==> src/rtl/alu_pkg.sv <==
// Shared definitions for the ALU arbiter.
//   - ALU opcode constants understood by the external ALU
//   - is_legal_op(): opcode legality check
//   - state_t: arbiter FSM states
package alu_pkg;

   localparam logic [3:0] ALU_AND   = 4'h0;
   localparam logic [3:0] ALU_OR    = 4'h1;
   localparam logic [3:0] ALU_ADD   = 4'h2;
   localparam logic [3:0] ALU_SUB   = 4'h6;
   localparam logic [3:0] ALU_PASSB = 4'h7;

   typedef enum logic [1:0] {
      IDLE = 2'd0,
      EXEC = 2'd1,
      RESP = 2'd2
   } state_t;

   function automatic logic is_legal_op(input logic [3:0] ctrl);
      return (ctrl == ALU_AND) || (ctrl == ALU_OR) || (ctrl == ALU_ADD) ||
             (ctrl == ALU_SUB) || (ctrl == ALU_PASSB);
   endfunction

endpackage

==> src/rtl/alu_arbiter_rr_arb2.sv <==
// rr_arb2: two-way round-robin arbiter.
// Ports:
//   clk, rst_n  clock / asynchronous active-low reset
//   req[1:0]    request lines (already masked by the caller when busy)
//   advance     a grant was accepted this cycle; move the pointer
//   gnt[1:0]    one-hot (or zero) grant, combinational from req and pointer
module rr_arb2 (
   input  logic       clk,
   input  logic       rst_n,
   input  logic [1:0] req,
   input  logic       advance,
   output logic [1:0] gnt
);

   // ptr_q = requester that wins a tie
   logic ptr_q;

   always_comb begin
      // NOTE: every combinational output gets a default first, so no path leaves it unassigned and no latch is inferred.
      gnt = 2'b00;
      case (req)
         2'b01:   gnt = 2'b01;
         2'b10:   gnt = 2'b10;
         2'b11:   gnt = ptr_q ? 2'b10 : 2'b01;
         default: gnt = 2'b00;
      endcase
   end

   // The pointer moves to the requester that lost (or was absent) on every accepted grant.
   always_ff @(posedge clk or negedge rst_n) begin
      if (!rst_n) begin
         // NOTE: sequential state is updated with non-blocking assignments so all flops sample pre-edge values.
         ptr_q <= 1'b0;
      end else if (advance) begin
         ptr_q <= gnt[0];
      end
   end

endmodule

==> src/rtl/alu_arbiter.sv <==
// alu_arbiter: shares one external combinational ALU between two requesters.
// One operation in flight: IDLE (grant/accept) -> EXEC (drive ALU) -> RESP (hold result).
// Ports:
//   CLK, Reset_L                 clock / asynchronous active-low reset
//   ReqN{Valid,Ready,A,B,Ctrl}   operation request handshake, requester N
//   RspN{Valid,Ready,W,Zero,Err} registered response handshake, requester N
//   Alu{BusA,BusB,Ctrl}          operands/opcode to the ALU, held outside EXEC
//   Alu{BusW,Zero}               result from the ALU, captured at the end of EXEC
module alu_arbiter #(
   parameter int WIDTH = 64,
   parameter int CTRLW = 4
) (
   input  logic             CLK,
   input  logic             Reset_L,
   input  logic             Req0Valid,
   output logic             Req0Ready,
   input  logic [WIDTH-1:0] Req0A,
   input  logic [WIDTH-1:0] Req0B,
   input  logic [CTRLW-1:0] Req0Ctrl,
   output logic             Rsp0Valid,
   input  logic             Rsp0Ready,
   output logic [WIDTH-1:0] Rsp0W,
   output logic             Rsp0Zero,
   output logic             Rsp0Err,
   input  logic             Req1Valid,
   output logic             Req1Ready,
   input  logic [WIDTH-1:0] Req1A,
   input  logic [WIDTH-1:0] Req1B,
   input  logic [CTRLW-1:0] Req1Ctrl,
   output logic             Rsp1Valid,
   input  logic             Rsp1Ready,
   output logic [WIDTH-1:0] Rsp1W,
   output logic             Rsp1Zero,
   output logic             Rsp1Err,
   output logic [WIDTH-1:0] AluBusA,
   output logic [WIDTH-1:0] AluBusB,
   output logic [CTRLW-1:0] AluCtrl,
   input  logic [WIDTH-1:0] AluBusW,
   input  logic             AluZero
);

   import alu_pkg::*;

   state_t state_q, state_d;

   logic [1:0]       arb_req;
   logic [1:0]       gnt;
   logic             accept;
   logic             capture;
   logic             drain;

   logic [WIDTH-1:0] sel_a;
   logic [WIDTH-1:0] sel_b;
   logic [CTRLW-1:0] sel_ctrl;
   logic             sel_legal;

   logic [WIDTH-1:0] a_q;
   logic [WIDTH-1:0] b_q;
   logic [CTRLW-1:0] ctrl_q;
   logic             illegal_q;
   logic             id_q;

   logic [1:0]       rsp_valid_q;
   logic [WIDTH-1:0] rsp_w_q [2];
   logic [1:0]       rsp_zero_q;
   logic [1:0]       rsp_err_q;

   // Requests are only presented to the arbiter in IDLE, so grants (and the pointer) are frozen while busy.
   assign arb_req = {Req1Valid, Req0Valid} & {2{state_q == IDLE}};

   rr_arb2 u_rr_arb2 (
      .clk     (CLK),
      .rst_n   (Reset_L),
      .req     (arb_req),
      .advance (accept),
      .gnt     (gnt)
   );

   assign sel_a     = gnt[1] ? Req1A    : Req0A;
   assign sel_b     = gnt[1] ? Req1B    : Req0B;
   assign sel_ctrl  = gnt[1] ? Req1Ctrl : Req0Ctrl;
   assign sel_legal = is_legal_op(4'(sel_ctrl));

   // State register
   always_ff @(posedge CLK or negedge Reset_L) begin
      if (!Reset_L) state_q <= IDLE;
      else          state_q <= state_d;
   end

   // Next-state logic
   always_comb begin
      state_d = state_q;
      case (state_q)
         IDLE:    if (accept) state_d = EXEC;
         EXEC:    state_d = RESP;
         RESP:    if (drain) state_d = IDLE;
         default: state_d = IDLE;
      endcase
   end

   // FSM outputs: handshakes and datapath strobes
   always_comb begin
      Req0Ready = 1'b0;
      Req1Ready = 1'b0;
      capture   = 1'b0;
      drain     = 1'b0;
      case (state_q)
         IDLE: begin
            // A grant implies the matching valid, so ready alone marks the handshake.
            Req0Ready = gnt[0];
            Req1Ready = gnt[1];
         end
         EXEC: capture = 1'b1;
         RESP: drain   = rsp_valid_q[id_q] & (id_q ? Rsp1Ready : Rsp0Ready);
         default: ;
      endcase
   end

   assign accept = Req0Ready | Req1Ready;

   // Operand registers double as the ALU drive: they only change on accept,
   // so the ALU inputs are stable through EXEC and hold their value elsewhere.
   always_ff @(posedge CLK or negedge Reset_L) begin
      if (!Reset_L) begin
         a_q       <= '0;
         b_q       <= '0;
         ctrl_q    <= '0;
         illegal_q <= 1'b0;
         id_q      <= 1'b0;
      end else if (accept) begin
         a_q       <= sel_a;
         b_q       <= sel_b;
         ctrl_q    <= sel_legal ? sel_ctrl : '0;
         illegal_q <= ~sel_legal;
         id_q      <= gnt[1];
      end
   end

   assign AluBusA = a_q;
   assign AluBusB = b_q;
   assign AluCtrl = ctrl_q;

   // Response registers: loaded at the end of EXEC, valid cleared on the response handshake.
   always_ff @(posedge CLK or negedge Reset_L) begin
      if (!Reset_L) begin
         rsp_valid_q <= 2'b00;
         rsp_zero_q  <= 2'b00;
         rsp_err_q   <= 2'b00;
         for (int i = 0; i < 2; i++) rsp_w_q[i] <= '0;
      end else begin
         if (capture) begin
            rsp_valid_q[id_q] <= 1'b1;
            rsp_w_q[id_q]     <= illegal_q ? '0 : AluBusW;
            rsp_zero_q[id_q]  <= illegal_q ? 1'b0 : AluZero;
            rsp_err_q[id_q]   <= illegal_q;
         end
         if (drain) rsp_valid_q[id_q] <= 1'b0;
      end
   end

   assign Rsp0Valid = rsp_valid_q[0];
   assign Rsp0W     = rsp_w_q[0];
   assign Rsp0Zero  = rsp_zero_q[0];
   assign Rsp0Err   = rsp_err_q[0];
   assign Rsp1Valid = rsp_valid_q[1];
   assign Rsp1W     = rsp_w_q[1];
   assign Rsp1Zero  = rsp_zero_q[1];
   assign Rsp1Err   = rsp_err_q[1];

endmodule

==> config.mk <==
export PLATFORM = sky130hd
export DESIGN_NAME = alu_arbiter
export DESIGN_NICKNAME = d
export VERILOG_FILES = /design/src/rtl/alu_pkg.sv /design/src/rtl/alu_arbiter_rr_arb2.sv /design/src/rtl/alu_arbiter.sv
export SDC_FILE = /design/constraint.sdc
export NUM_CORES = 1
export LEC_CHECK = 0
export CORE_AREA = 2 2 232 234
export DETAILED_ROUTE_END_ITERATION = 16
export DIE_AREA = 0 0 234 236
export DONT_BUFFER_PORTS = 1
export PLACE_DENSITY = 0.41
export SLEW_MARGIN = 15
export SYNTH_ARGS = -nofsm -noshare
export SYNTH_HDL_FRONTEND = slang
export SYNTH_SLANG_ARGS = --single-unit
export TNS_END_PERCENT = 5
==> constraint.sdc <==
create_clock -name CLK -period 1.5 [get_ports CLK]
set_clock_uncertainty 0.05 [all_clocks]
set_input_delay 0.075 -clock CLK [delete_from_list [all_inputs] [get_ports CLK]]
set_output_delay 0.075 -clock CLK [all_outputs]
set_load 0.01 [all_outputs]
==> metrics.md <==
| Metric | Value |
|---|---|
| Antenna violations before repair | `19` |
| Placeable core region | `53070 µm²` |
| Port bufs | `0` |
| Critical path class | `reg2reg` |
| CP max FO | `9` |
| Cells traversed along the worst timing path | `a21boi_4 > buf_6 > buf_12 > buf_12 > buf_12 > mux2i_4 > o21ai_2` |
| Detail-routed via count per cell | `4.366` |
| Most repeated library cell on the critical path | `buf_12` |
| Flip-flop and latch count after synthesis | `271` |
| GRT Total Usage | `16.18%` |
| Overflow left after global routing | `0` |
| Maximum clock path buffer count | `3` |
| Largest net degree at the start of global routing | `272` |
| Top post-synthesis cells by count | `dfrtp_1, nand2_1, o21ai_0` |
| Number of detailed-route iterations in the first pass | `5` |
| Post-synth EDFFs | `0` |
| Fill cells | `around 5400` |
| Residual DRC count | `0` |
| Final Hold Slack | `-801.1 ps` |
| Floorplan die width | `between 200 and 250 µm` |
| Highest attainable clock frequency | `0.6042 GHz` |
| Num rows | `85` |
| Crit share post-route | `110.3%` |
| Post-Place Setup Slack | `-157.7 ps` |
| Die span in y | `approximately 240 µm` |
| Area leader, netlist | `dfrtp_1` |
| WP data required | `1850 ps` |
| Full die area | `roughly 55000 µm²` |
| Setup violators final | `160` |
| Final routed wirelength across all metal layers | `45720 µm` |
| Worst-case register-to-register setup slack | `-160 ps` |
| Filler-free cell count of the finished design | `approximately 2200` |
| Number of maximum-capacitance constraint violations | `0` |
| Register area share after synthesis | `58.28%` |
| TritonCTS clock tree | `built` |
| Placed Cells | `~1800` |
| Unique masters post-synth | `29` |
| Cell with the most instances after synthesis | `dfrtp_1` |
| Launching point of the worst reg2reg path | `u_rr_arb2.ptr_q` |
| Area growth, synth to finish | `50.34%` |
| Number of instances in the synthesized netlist | `around 1100` |
| Net count of the finished layout | `1806` |
| Avg Synthesized Cell Area | `~10 µm²` |
| H-tree levels | `2` |
| Post-route worst setup slack | `-155.2 ps` |
| Core utilization of the finished layout | `32.96%` |
| CP top delay family | `buffers and inverters` |
| Clock sink count | `about 270` |
| Clock network latency to the later pin of the worst-skew pair | `roughly 520 ps` |
| 1st-iter DRT viols | `approximately 460` |
| Portion of synthesized cell area occupied by the leading cell type | `around 58%` |
| Vias | `9583` |
| Async set-reset flop share out of synthesis | `100.0%` |
| Kind of start point of the critical path | `register` |
| Post-CTS Hold Buffers | `333` |
| Outcome | `finished, violations left` |
| Critical path buffers and inverters | `4` |
| Final weighted congestion of routability-driven global placement | `0.8164` |
| Worst Setup End Kind | `register` |
| Crit path largest cell delay | `400 ps` |
| Count of boundary I/O pins | `between 600 and 700` |
| Initial cell density of the core | `21.93%` |
| End of the worst register-to-register path | `AluBusA[51]` |
| Clock-pin slew reported for the worst setup and hold paths after clock tree synthesis | `roughly 60 ps` |
| Clock buffer count from CTS | `34` |
| Hpwl dp | `roughly 32000 µm` |
| Violated checks | `negative hold slack, negative setup slack` |
| Post-Synthesis Cell Area | `11640 µm²` |
| Leading post-synthesis cells by cell area | `dfrtp_1, mux2i_1, o21ai_0` |
| Warning count from the yosys run | `0` |
| Highest-delay cell along the critical path | `dfrtp_1` |
| ANT nets after route | `0` |
| Number of nets produced by synthesis | `1444` |
| Global-route wire length before repair | `about 67000 µm` |
| Worst R2R Path Depth | `7` |
| Ratio of total power to cell area | `about 1900 nW/µm²` |
| Final-report max-slew violation count | `0` |
| Ratio of cells with drive above 1 in the final layout | `a little under an eighth` |
| Final hold violation count | `approximately 270` |
| Classification of the worst-slack hold path | `in2async` |
| Cell at the root of the clock tree | `clkbuf_16` |
| Flip-flop cell with the highest count after synthesis | `dfrtp_1` |
| WP data arrival | `about 2000 ps` |
| Leakage power total | `7.620 nW` |
| Unrepaired setup endpoints after global routing | `true` |
| Routed length per instance | `roughly 21 µm` |
| Final worst path period need | `1655 ps` |
| Pin slew with the least headroom to its limit | `440.1 ps` |
| Peak supply drop | `between 0.001 and 0.0015 V` |
| Number of global-route vias before repair | `10120` |
| Worst max-slew margin expressed relative to the limit | `70.66%` |
metal layers:
metal  share of wire (%)  up-vias  global-route usage [%]
li1                    -     4474                       -
met1                  35     4556                   16.98
met2                  51      458                   29.41
met3                  11       93                   6.407
met4                 2.9        2                   4.756
met5               0.015        -                       0
sequential cells by signal, summed over array words and instances (netlist names), named ones only:
register,cells
state_q,2
AluCtrl,4
rsp_err_q,2
Rsp1W,64
id_q,1
AluBusB,64
AluBusA,64
rsp_zero_q,2
illegal_q,1
u_rr_arb2.ptr_q,1
Rsp0W,64
stage by stage:
stage	cell area [µm²]	hold WS, ps	setup TNS (ps)	total power, mW
after global placement	12620	-263.7	-2371	22.53
final	17490	-801.1	-6696	32.39
after global routing	17490	-849.0	-24570	34.63
after CTS	17360	-852.4	-9484	32.51
after floorplan	11650	-270.6	-1727	19.54
after detailed placement	12620	-264.3	-7312	22.75
area by class of cell:
| class | instances | area [µm²] | share of cell area (%) |
|---|---|---|---|
| Sequential cell | 271 | 6784 | 38.78 |
| Multi-Input combinational cell | 754 | 4459 | 25.49 |
| Timing Repair Buffer | 405 | 4224 | 24.15 |
| Clock buffer | 56 | 1097 | 6.272 |
| Tap cell | 696 | 870.8 | 4.978 |
| Clock inverter | 5 | 30.03 | 0.1716 |
| Inverter | 5 | 21.27 | 0.1216 |
| Antenna cell | 3 | 7.507 | 0.04291 |
timing repair:
action | in CTS | in global routing
gates resized for setup | 86 | 58
gates cloned | 2 | 1
pin swaps | 19 | 5
setup buffers | 9 | 4
endpoints found under the setup margin | 208 | 264
hold endpoints to repair | 539 | 271
cell families (layout without fill, tap and decap cells):
| group | after synthesis | count (layout) | synth area share (%) |
|---|---|---|---|
| buffers and inverters | 84 | 471 | 4.462 |
| DFF | 271 | 271 | 58.28 |
| and+or+nand+nor | 346 | 346 | 12.92 |
| other | 0 | 3 | 0 |
| AOI/OAI and AO/OA | 274 | 274 | 12.71 |
| muxes | 134 | 134 | 11.62 |
worst reg2reg max path: stages, from the launching register on:
cell and delay (ps):
dfrtp_1 400, a21boi_4 170, buf_6 120, buf_12 140
buf_12 160, buf_12 160, mux2i_4 250, o21ai_2 80
report_power, final:
part	internal, mW	switching (mW)	total [mW]
clock network	4.99	3.25	8.24
registers	10.5	4.27	14.8
logic	4.34	5.04	9.39
worst max-delay path by stage:
stage / cells after the start / from / slack [ps] / to
CTS: 7 / u_rr_arb2.ptr_q / -140 / AluBusA[51]
global route: 7 / u_rr_arb2.ptr_q / -220 / AluBusA[32]
finish: 7 / u_rr_arb2.ptr_q / -160 / AluBusA[51]
floorplan: 7 / state_q[1] / -20 / AluBusA[2]
global placement: 4 / state_q[1] / -90 / AluCtrl[2]
detailed placement: 4 / state_q[1] / -160 / AluCtrl[2]
cell usage in the layout (no fill, tap or decap), types with 10 or more instances in the layout:
master         instances
buf_4                 36
mux2i_2               10
o21ai_0              116
nand2_1              261
buf_12                18
nand2b_1              65
clkbuf_16             38
o21ai_1              122
o21ai_2               24
dfrtp_1              269
buf_6                 12
dlygate4sd3_1        333
mux2i_1              119
clkbuf_8              10
Note: power is estimated with default switching activity, not from simulation.
